--- src/rtl/kbd_pkg.sv ---
// Shared PS/2 keyboard definitions: scan-code prefixes,
// default key codes, direction encoding and decoder FSM states.
package kbd_pkg;

   localparam logic [7:0] SC_EXT = 8'hE0;
   localparam logic [7:0] SC_BRK = 8'hF0;

   localparam logic [7:0] KEY_LEFT_DEF  = 8'h6B;
   localparam logic [7:0] KEY_RIGHT_DEF = 8'h74;
   localparam logic [7:0] KEY_SHOOT_DEF = 8'h29;

   localparam logic DIR_LEFT  = 1'b0;
   localparam logic DIR_RIGHT = 1'b1;

   typedef enum logic [1:0] {
      IDLE,
      EXT,
      BRK,
      EXT_BRK
   } kbdState_t;

endpackage

--- src/rtl/key_press_decoder.sv ---
// PS/2 scan-code decoder producing player move levels and a
// per-frame shoot pulse.
// Ports: clk, resetN (async, active-low), din/dinNew (scan byte
// and strobe), startOfFrame (frame pulse), leftPress/rightPress
// (move levels), shootPress (one-cycle shoot request).
module key_press_decoder
   import kbd_pkg::*;
#(
   parameter logic [7:0]  KEY_LEFT       = KEY_LEFT_DEF,
   parameter logic [7:0]  KEY_RIGHT      = KEY_RIGHT_DEF,
   parameter logic [7:0]  KEY_SHOOT      = KEY_SHOOT_DEF,
   parameter int unsigned PREFIX_TIMEOUT = 50000
) (
   input  logic       clk,
   input  logic       resetN,
   input  logic [7:0] din,
   input  logic       dinNew,
   input  logic       startOfFrame,
   output logic       leftPress,
   output logic       rightPress,
   output logic       shootPress
);

   localparam int TW = $clog2(PREFIX_TIMEOUT + 1);
   localparam logic [TW-1:0] TMO_LAST = TW'(PREFIX_TIMEOUT - 1);

   kbdState_t     state, nextState;
   logic [TW-1:0] tmoCnt, tmoCntNext;

   logic leftHeld, rightHeld, shootHeld;
   logic shootPending, lastDir;

   logic seqDone, seqExt, seqBrk;
   logic hitLeft, hitRight, hitShoot;
   logic shootNew, sofFire;

   always_comb begin
      nextState  = state;
      tmoCntNext = '0;
      seqDone    = 1'b0;
      seqExt     = 1'b0;
      seqBrk     = 1'b0;
      if (dinNew) begin
         unique case (state)
            IDLE: begin
               if (din == SC_EXT)
                  nextState = EXT;
               else if (din == SC_BRK)
                  nextState = BRK;
               else
                  seqDone = 1'b1;
            end
            EXT: begin
               if (din == SC_BRK)
                  nextState = EXT_BRK;
               else if (din != SC_EXT) begin
                  nextState = IDLE;
                  seqDone   = 1'b1;
                  seqExt    = 1'b1;
               end
            end
            BRK: begin
               if (din == SC_EXT)
                  nextState = EXT;
               else begin
                  nextState = IDLE;
                  seqDone   = 1'b1;
                  seqBrk    = 1'b1;
               end
            end
            EXT_BRK: begin
               nextState = IDLE;
               seqDone   = 1'b1;
               seqExt    = 1'b1;
               seqBrk    = 1'b1;
            end
         endcase
      end else if (state != IDLE) begin
         // The edge on which the count would reach the limit
         // abandons the partial sequence.
         if (tmoCnt == TMO_LAST)
            nextState = IDLE;
         else
            tmoCntNext = tmoCnt + 1'b1;
      end
   end

   assign hitLeft  = seqDone & seqExt & (din == KEY_LEFT);
   assign hitRight = seqDone & seqExt & (din == KEY_RIGHT);
   assign hitShoot = seqDone & ~seqExt & (din == KEY_SHOOT);
   assign shootNew = hitShoot & ~seqBrk & ~shootHeld;
   assign sofFire  = startOfFrame & shootPending;

   always_ff @(posedge clk or negedge resetN) begin
      if (!resetN) begin
         state        <= IDLE;
         tmoCnt       <= '0;
         leftHeld     <= 1'b0;
         rightHeld    <= 1'b0;
         shootHeld    <= 1'b0;
         shootPending <= 1'b0;
         lastDir      <= DIR_LEFT;
         shootPress   <= 1'b0;
      end else begin
         state  <= nextState;
         tmoCnt <= tmoCntNext;
         if (hitLeft) begin
            leftHeld <= ~seqBrk;
            if (!seqBrk)
               lastDir <= DIR_LEFT;
         end
         if (hitRight) begin
            rightHeld <= ~seqBrk;
            if (!seqBrk)
               lastDir <= DIR_RIGHT;
         end
         if (hitShoot)
            shootHeld <= ~seqBrk;
         // A make landing on the frame edge is kept for the
         // next frame rather than merged into this one.
         shootPending <= (shootPending & ~sofFire) | shootNew;
         shootPress   <= sofFire;
      end
   end

   assign leftPress  = leftHeld &
                       (~rightHeld | (lastDir == DIR_LEFT));
   assign rightPress = rightHeld &
                       (~leftHeld | (lastDir == DIR_RIGHT));

endmodule

--- config.mk ---
export PLATFORM = sky130hd
export DESIGN_NAME = key_press_decoder
export DESIGN_NICKNAME = d
export VERILOG_FILES = /design/src/rtl/kbd_pkg.sv /design/src/rtl/key_press_decoder.sv
export SDC_FILE = /design/constraint.sdc
export NUM_CORES = 1
export LEC_CHECK = 0
export CAP_MARGIN = 0
export CORE_ASPECT_RATIO = 0.6
export CORE_UTILIZATION = 31
export DETAILED_ROUTE_END_ITERATION = 8
export MAX_ROUTING_LAYER = met4
export PLACE_DENSITY = 0.47
export RECOVER_POWER = 100
export SKIP_CTS_REPAIR_TIMING = 1
export SLEW_MARGIN = 20
export SYNTH_ARGS = -nofsm -noshare
export SYNTH_HDL_FRONTEND = slang
export SYNTH_SLANG_ARGS = --single-unit
--- constraint.sdc ---
create_clock -name clk -period 2.5 [get_ports clk]
set_input_delay 0.5 -clock clk [delete_from_list [all_inputs] [get_ports clk]]
set_output_delay 0.5 -clock clk [all_outputs]
set_load 0.05 [all_outputs]
==> results of run 1 <==
-- through the flow --
step | area, sq um | setup WS, ns | cells | total power [mW]
finish | 1510 | 0.271 | 193 | 0.769
global route | 1510 | 0.206 | 193 | 0.798
CTS | 1520 | 0.320 | 193 | 0.784
detailed placement | 1450 | 0.256 | 189 | 0.441
global placement | 1450 | 0.291 | 189 | 0.441
floorplan | 1240 | 0.839 | 127 | 0.406
-- state kept, by name, summed over array words and instances, names as in the netlist, named ones only --
name / flops
rightHeld: 1
shootHeld: 1
tmoCnt: 16
leftHeld: 1
shootPending: 1
shootPress: 1
state: 2
-- cells in the mapped netlist (2+ instances only) --
cell type                   n  share of area
sky130_fd_sc_hd__nor3_1     5          0.020
sky130_fd_sc_hd__o21ai_0    2         0.0081
sky130_fd_sc_hd__nor4b_1    2          0.014
sky130_fd_sc_hd__nand2_1   12          0.036
sky130_fd_sc_hd__nand4_1    6          0.030
sky130_fd_sc_hd__nor4bb_1   2          0.016
sky130_fd_sc_hd__mux2_1     2          0.018
sky130_fd_sc_hd__inv_1      5          0.015
sky130_fd_sc_hd__and3_1     4          0.020
sky130_fd_sc_hd__dfrtp_1   24           0.48
sky130_fd_sc_hd__nor4_1     6          0.030
sky130_fd_sc_hd__xnor2_1   13          0.092
sky130_fd_sc_hd__nor2_1    22          0.067
sky130_fd_sc_hd__nand4b_1   2          0.014
sky130_fd_sc_hd__and2_1     2          0.010
sky130_fd_sc_hd__nand3_1    5          0.020
-- layout make-up --
type	instances	area, sq um
clock buffers	3	41.3
flip-flops and latches	24	601
fillers	368	2230
well taps	47	58.8
inverters	6	22.5
clock inverters	1	30.0
repair buffers	16	151
multi-input cells	96	606
-- per-layer routing --
layer | share of wire | vias to the layer above
met5 | 0 | -
met3 | 0.034 | 4
met4 | 0.014 | 0
met1 | 0.59 | 450
li1 | - | 485
met2 | 0.37 | 21
-- cells by family after synthesis --
kind of cell    Yosys count  share of synthesized area
compound gates            9                     0.0717
xor+xnor                 14                     0.0990
fa+ha+maj                 1                     0.0101
buf+inv                   7                     0.0222
flops                    24                      0.485
mux                       2                     0.0182
simple gates             70                      0.294
-- power breakdown --
part           internal [mW]  total [mW]  switching [mW]  leakage (nW)
logic                 0.0193      0.0388          0.0195         0.212
clock network          0.214       0.339           0.125        0.0357
registers              0.389       0.391         0.00137         0.330
-- critical path, delay by kind of cell (launching register included) --
kind / cells / cell delay (ns)
compound gates: 1 / 0.16
buf+inv: 1 / 0.89
flops: 1 / 0.41
-- worst max-delay path by stage --
stage                           from         to  slack [ns]  depth (start not counted)
2_1_floorplan  rightHeld$_DFFE_PN0P_  leftPress        0.84                          1
6_report       rightHeld$_DFFE_PN0P_  leftPress        0.27                          2
4_1_cts        rightHeld$_DFFE_PN0P_  leftPress        0.32                          2
3_5_place_dp                  din[1]   register        0.26                          5
3_3_place_gp                  din[1]   register        0.29                          5
5_1_grt        rightHeld$_DFFE_PN0P_  leftPress        0.21                          2
==> out/metrics.csv, run 1 <==
metric,value,unit
Initial DRT Pass Iterations,4,
busiest layer in global routing,met1,
overall global routing resource usage,0.145,
"Cell Area, Synth",1240,sq um
final cell utilization of the core,0.403,
leakage power,0.578,nW
Synth cell types,29,
final net count,160,
initial cell density of the core,0.331,
number of flip-flops and latches in the synthesized netlist,24,
required time at the endpoint of the critical path,2.00,ns
Startpoint Class,register,
number of warnings reported in the yosys synthesis log,0,
via count,960,
clk_lat worst skew,0.27,ns
number of cell rows,17,
total detailed-routing wirelength,2.75,mm
number of buffers created by CTS,3,
Cells on Worst Hold Path,1,
maximum vdd ir drop,0.196,mV
per-cell routed wire length,14.2,microns
Reg2Reg Launch Point,tmoCnt[7]$_DFF_PN0_,
R2R Setup Slk,0.71,ns
capturing element type of the critical path,output port,
die area,4260,sq um
most frequent standard cell in the layout excluding fill and tap cells,sky130_fd_sc_hd__dfrtp_1,
worst slew margin relative to its limit,0.103,
Clock Pin Slew Worst Setup and Hold Paths,0.09,ns
post-synthesis async set-or-reset flop share,1.00,
worst hold path endpoint,shootPress$_DFF_PN0_,
worst-case clock skew,0.0123,ns
power density cells,509,nW/um^2
Die Span Y,51.0,microns
global placement routability congestion,0.784,
count of flip-flops with a built-in enable after synthesis,0,
Die Span X,83.6,microns
Slowest Stage Delay on Critical Path,0.89,ns
Top Ports,15,
met2 track utilization from global routing,0.180,
"Cell Chain, Critical Path",a21oi_1 -> dlygate4sd3_1,
GR Layer Usage met3,0.0404,
area delta synth->final,21.9,%
total setup violations reported at the end of the flow,0,
depth of the worst register-to-register path,4,
count of final max-slew check failures,0,
Fin Setup TNS,0,ns
met1 Use GR,0.225,
final clock period utilization by the worst path,0.892,
count of port buffers added during placement,14,
number of instances in the synthesized netlist,127,
maximum operating frequency,0.449,GHz
vias in the first global route,927,
maximum net fanout on the critical path,3,
largest net degree at the start of global routing,25,
"commonest non-fill, non-tap cells in the layout","24 x sky130_fd_sc_hd__dfrtp_1, 22 x sky130_fd_sc_hd__nor2_1, 13 x sky130_fd_sc_hd__xnor2_1, 12 x sky130_fd_sc_hd__nand2_1, 8 x sky130_fd_sc_hd__clkdlybuf4s50_1",
worst-case hold slack,0.490,ns
remaining global-route overflow,0,
type of the setup path with the least slack,register to output port,
HPWL Detailed,2.06,mm
mean instance size in the synthesized netlist,9.75,sq um
outcome,completed,
type of the tightest min-delay check,register to register,
Core Region,3740,sq um
"Arr. time, crit path",1.73,ns
number of sinks driven by the clock tree,24,
reg-to-reg endpoint,tmoCnt[4]$_DFF_PN0_,
slowest cell on the critical path,sky130_fd_sc_hd__dlygate4sd3_1,
wire length of the first global-routing pass,4.64,mm
number of buffers between clock root and the deepest sink,2,
Antenna Cells,0,
clock tree from TritonCTS,done,
"Net Count, Synth",140,
average via count per standard cell,4.97,
share of post-route cells with drive strength above 1,0.0548,
antenna-violating nets left,0,
unrepaired setup endpoints after global routing,no,
reported max-cap violation count,0,
minimum clock period,2.23,ns
residual DRC count,0,
final hold viol count,0,
flip-flop cell with the highest count after synthesis,sky130_fd_sc_hd__dfrtp_1,
violation count after the first detailed-routing iteration,37,
beginning of the worst hold path,shootPending$_DFF_PN0_,
number of antenna violations at the first check in global routing,0,
post-synthesis sequential area ratio,0.485,
buffer type at the clock tree root,sky130_fd_sc_hd__clkbuf_8,
Worst Max-Slew Pin Slew,1.35,ns
CTS H-tree lvls,1,
No activity file was read; power rests on OpenSTA's default activity.
==> inputs of run 2 (changes only) <==
--- a/config.mk
+++ b/config.mk
@@ -5,7 +5,6 @@
 export SDC_FILE = /design/constraint.sdc
 export NUM_CORES = 1
 export LEC_CHECK = 0
-export CAP_MARGIN = 0
 export CORE_ASPECT_RATIO = 0.6
 export CORE_UTILIZATION = 31
 export DETAILED_ROUTE_END_ITERATION = 8
==> constraint.sdc (replaced) <==
create_clock -name clk -period 2.3 [get_ports clk]
set_input_delay 0.46 -clock clk [delete_from_list [all_inputs] [get_ports clk]]
set_output_delay 0.46 -clock clk [all_outputs]
set_load 0.05 [all_outputs]
==> run 2 against run 1 <==
Net effect: routed wire length down 6.7%; highest routed layer unchanged; flip-flop and latch count did not move; combinational power is 5.4% higher; power up 9.4%; largest cell class is now flip-flops and latches; non-clock buffer count did not move; sequential power rose by 8.7%; clock power up 11%.
==> out/metrics.csv, run 2 (synthesis results as in run 1) <==
metric,value,unit,change
outcome,completed,,
final hold viol count,0,,unchanged
vias in the first global route,889,,-4.1%
number of buffers between clock root and the deepest sink,2,,unchanged
number of buffers created by CTS,3,,unchanged
per-cell routed wire length,13.3,microns,-6.7%
number of cell rows,17,,unchanged
global placement routability congestion,0.769,,-1.9%
slowest cell on the critical path,sky130_fd_sc_hd__o41ai_2,,
final clock period utilization by the worst path,0.943,,
worst-case clock skew,0.00518,ns,-0.00708 ns
Die Span Y,51.0,microns,unchanged
area delta synth->final,21.0,%,
unrepaired setup endpoints after global routing,no,,
largest net degree at the start of global routing,25,,unchanged
maximum net fanout on the critical path,4,,+1
Startpoint Class,input port,,
buffer type at the clock tree root,sky130_fd_sc_hd__clkbuf_8,,
Core Region,3740,sq um,unchanged
Slowest Stage Delay on Critical Path,0.52,ns,-0.37 ns
violation count after the first detailed-routing iteration,50,,+35%
maximum operating frequency,0.461,GHz,
"commonest non-fill, non-tap cells in the layout","24 x sky130_fd_sc_hd__dfrtp_1, 22 x sky130_fd_sc_hd__nor2_1, 13 x sky130_fd_sc_hd__xnor2_1, 12 x sky130_fd_sc_hd__nand2_1, 10 x sky130_fd_sc_hd__clkdlybuf4s50_1",,
count of port buffers added during placement,14,,unchanged
leakage power,0.565,nW,-2.1%
share of post-route cells with drive strength above 1,0.0548,,unchanged
HPWL Detailed,1.96,mm,-4.8%
Antenna Cells,0,,unchanged
residual DRC count,0,,unchanged
total detailed-routing wirelength,2.56,mm,-6.7%
average via count per standard cell,5.06,,+1.7%
maximum vdd ir drop,0.361,mV,+84%
minimum setup slack after placement,0.0528,ns,-0.203 ns
max FFs per register,16,,unchanged
register area,601,sq um,unchanged
antenna-violating nets left,0,,unchanged
Worst Max-Slew Pin Slew,1.27,ns,-0.0726 ns
worst slew margin relative to its limit,0.151,,+0.0484
Top Ports,15,,unchanged
number of antenna violations at the first check in global routing,0,,unchanged
type of the setup path with the least slack,input port to register,,
depth of the worst register-to-register path,4,,unchanged
clk_lat worst skew,0.27,ns,about the same
final net count,160,,unchanged
Initial DRT Pass Iterations,4,,unchanged
total setup violations reported at the end of the flow,0,,unchanged
"Arr. time, crit path",2.35,ns,+0.62 ns
die area,4260,sq um,unchanged
Fin Setup TNS,0,ns,unchanged
Clock Pin Slew Worst Setup and Hold Paths,0.09,ns,about the same
count of final max-slew check failures,0,,unchanged
number of sinks driven by the clock tree,24,,unchanged
remaining global-route overflow,0,,unchanged
register with the highest flop count,tmoCnt,,
Final Cell Area,1500,sq um,-0.75%
capturing element type of the critical path,register,,
Die Span X,83.6,microns,unchanged
"Cell Chain, Critical Path",clkdlybuf4s50_1 -> or3_1 -> o41ai_2 -> clkinv_1 -> o32ai_2,,
most frequent standard cell in the layout excluding fill and tap cells,sky130_fd_sc_hd__dfrtp_1,,
number of filler instances in the final layout,359,,-2.4%
type of the tightest min-delay check,register to register,,
area of the multi-input gates,594,sq um,-1.9%
wire length of the first global-routing pass,4.38,mm,-5.5%
via count,976,,+1.7%
Cells on Worst Hold Path,1,,unchanged
initial cell density of the core,0.331,,unchanged
final setup margin,0.131,ns,-0.140 ns
overall global routing resource usage,0.139,,-0.00676
clock tree from TritonCTS,done,,
Total Power,0.841,mW,+9.4%
required time at the endpoint of the critical path,2.49,ns,+0.49 ns
CTS H-tree lvls,1,,unchanged
reported max-cap violation count,0,,unchanged
Placed Area,1450,sq um,unchanged
power density cells,561,nW/um^2,+10%
minimum clock period,2.17,ns,
largest registers in the final layout,"tmoCnt x16, state x2",,
[run 2: cell count changes in the layout (fill, tap and decap cells not counted)]
cell / before / now
sky130_fd_sc_hd__clkdlybuf4s50_1: 8 / 10
sky130_fd_sc_hd__clkinv_1: 0 / 1
sky130_fd_sc_hd__dlygate4sd3_1: 6 / 4
sky130_fd_sc_hd__inv_1: 6 / 5
sky130_fd_sc_hd__o41ai_2: 0 / 1
sky130_fd_sc_hd__o41ai_4: 1 / 0
[run 2: cell type report]
| cell class | instances | share of cell area |
|---|---|---|
| clock buffers | 3 | 0.0275 |
| well taps | 47 | 0.0392 |
| multi-input cells | 96 | 0.396 |
| inverters | 6 | 0.0150 |
| flip-flops and latches | 24 | 0.401 |
| repair buffers | 16 | 0.101 |
| clock inverters | 1 | 0.0200 |
[run 2: power breakdown]
part	internal (mW)	switching (mW)
Sequential	0.423	0.00132
Combinational	0.0213	0.0196
Clock	0.233	0.142
[run 2: through the flow]
stage	hold WS, ns	cells	util
6_report	0.484	193	0.400
2_1_floorplan	0.164	127	-
5_1_grt	0.519	193	0.400
3_5_place_dp	0.465	189	0.387
3_3_place_gp	0.465	189	0.387
4_1_cts	0.487	193	0.406
[run 2: worst max-delay path, delay by kind of cell]
kind                   cells  cell delay (ns)
AO/OA/AOI/OAI              2             0.79
buffers and inverters      2             0.68
AND/OR/NAND/NOR            1             0.43
[run 2: final timing paths]
kind / slack [ns] / start / endpoint
max: 0.13 / din[1] / shootPending$_DFF_PN0_
min: 0.48 / shootPending$_DFF_PN0_ / shootPress$_DFF_PN0_
max reg2reg: 0.46 / tmoCnt[7]$_DFF_PN0_ / tmoCnt[14]$_DFF_PN0_
min reg2reg: 0.48 / shootPending$_DFF_PN0_ / shootPress$_DFF_PN0_
max in group asynchronous: 0.57 / resetN / tmoCnt[11]$_DFF_PN0_
min in group asynchronous: 0.98 / resetN / tmoCnt[10]$_DFF_PN0_
[run 2: routing by layer]
layer	global-route usage	part of all wire
met3	0.0420	0.037
met4	0.0452	0.014
met5	-	0
met1	0.211	0.58
met2	0.167	0.37
==> inputs of run 3 (changes only) <==
--- a/config.mk
+++ b/config.mk
@@ -12,6 +12,7 @@
 export PLACE_DENSITY = 0.47
 export RECOVER_POWER = 100
 export SKIP_CTS_REPAIR_TIMING = 1
+export SKIP_LAST_GASP = 1
 export SLEW_MARGIN = 20
 export SYNTH_ARGS = -nofsm -noshare
 export SYNTH_HDL_FRONTEND = slang
==> results of run 3 <==
Final layout, timing and power as in run 2 (identical DEF).
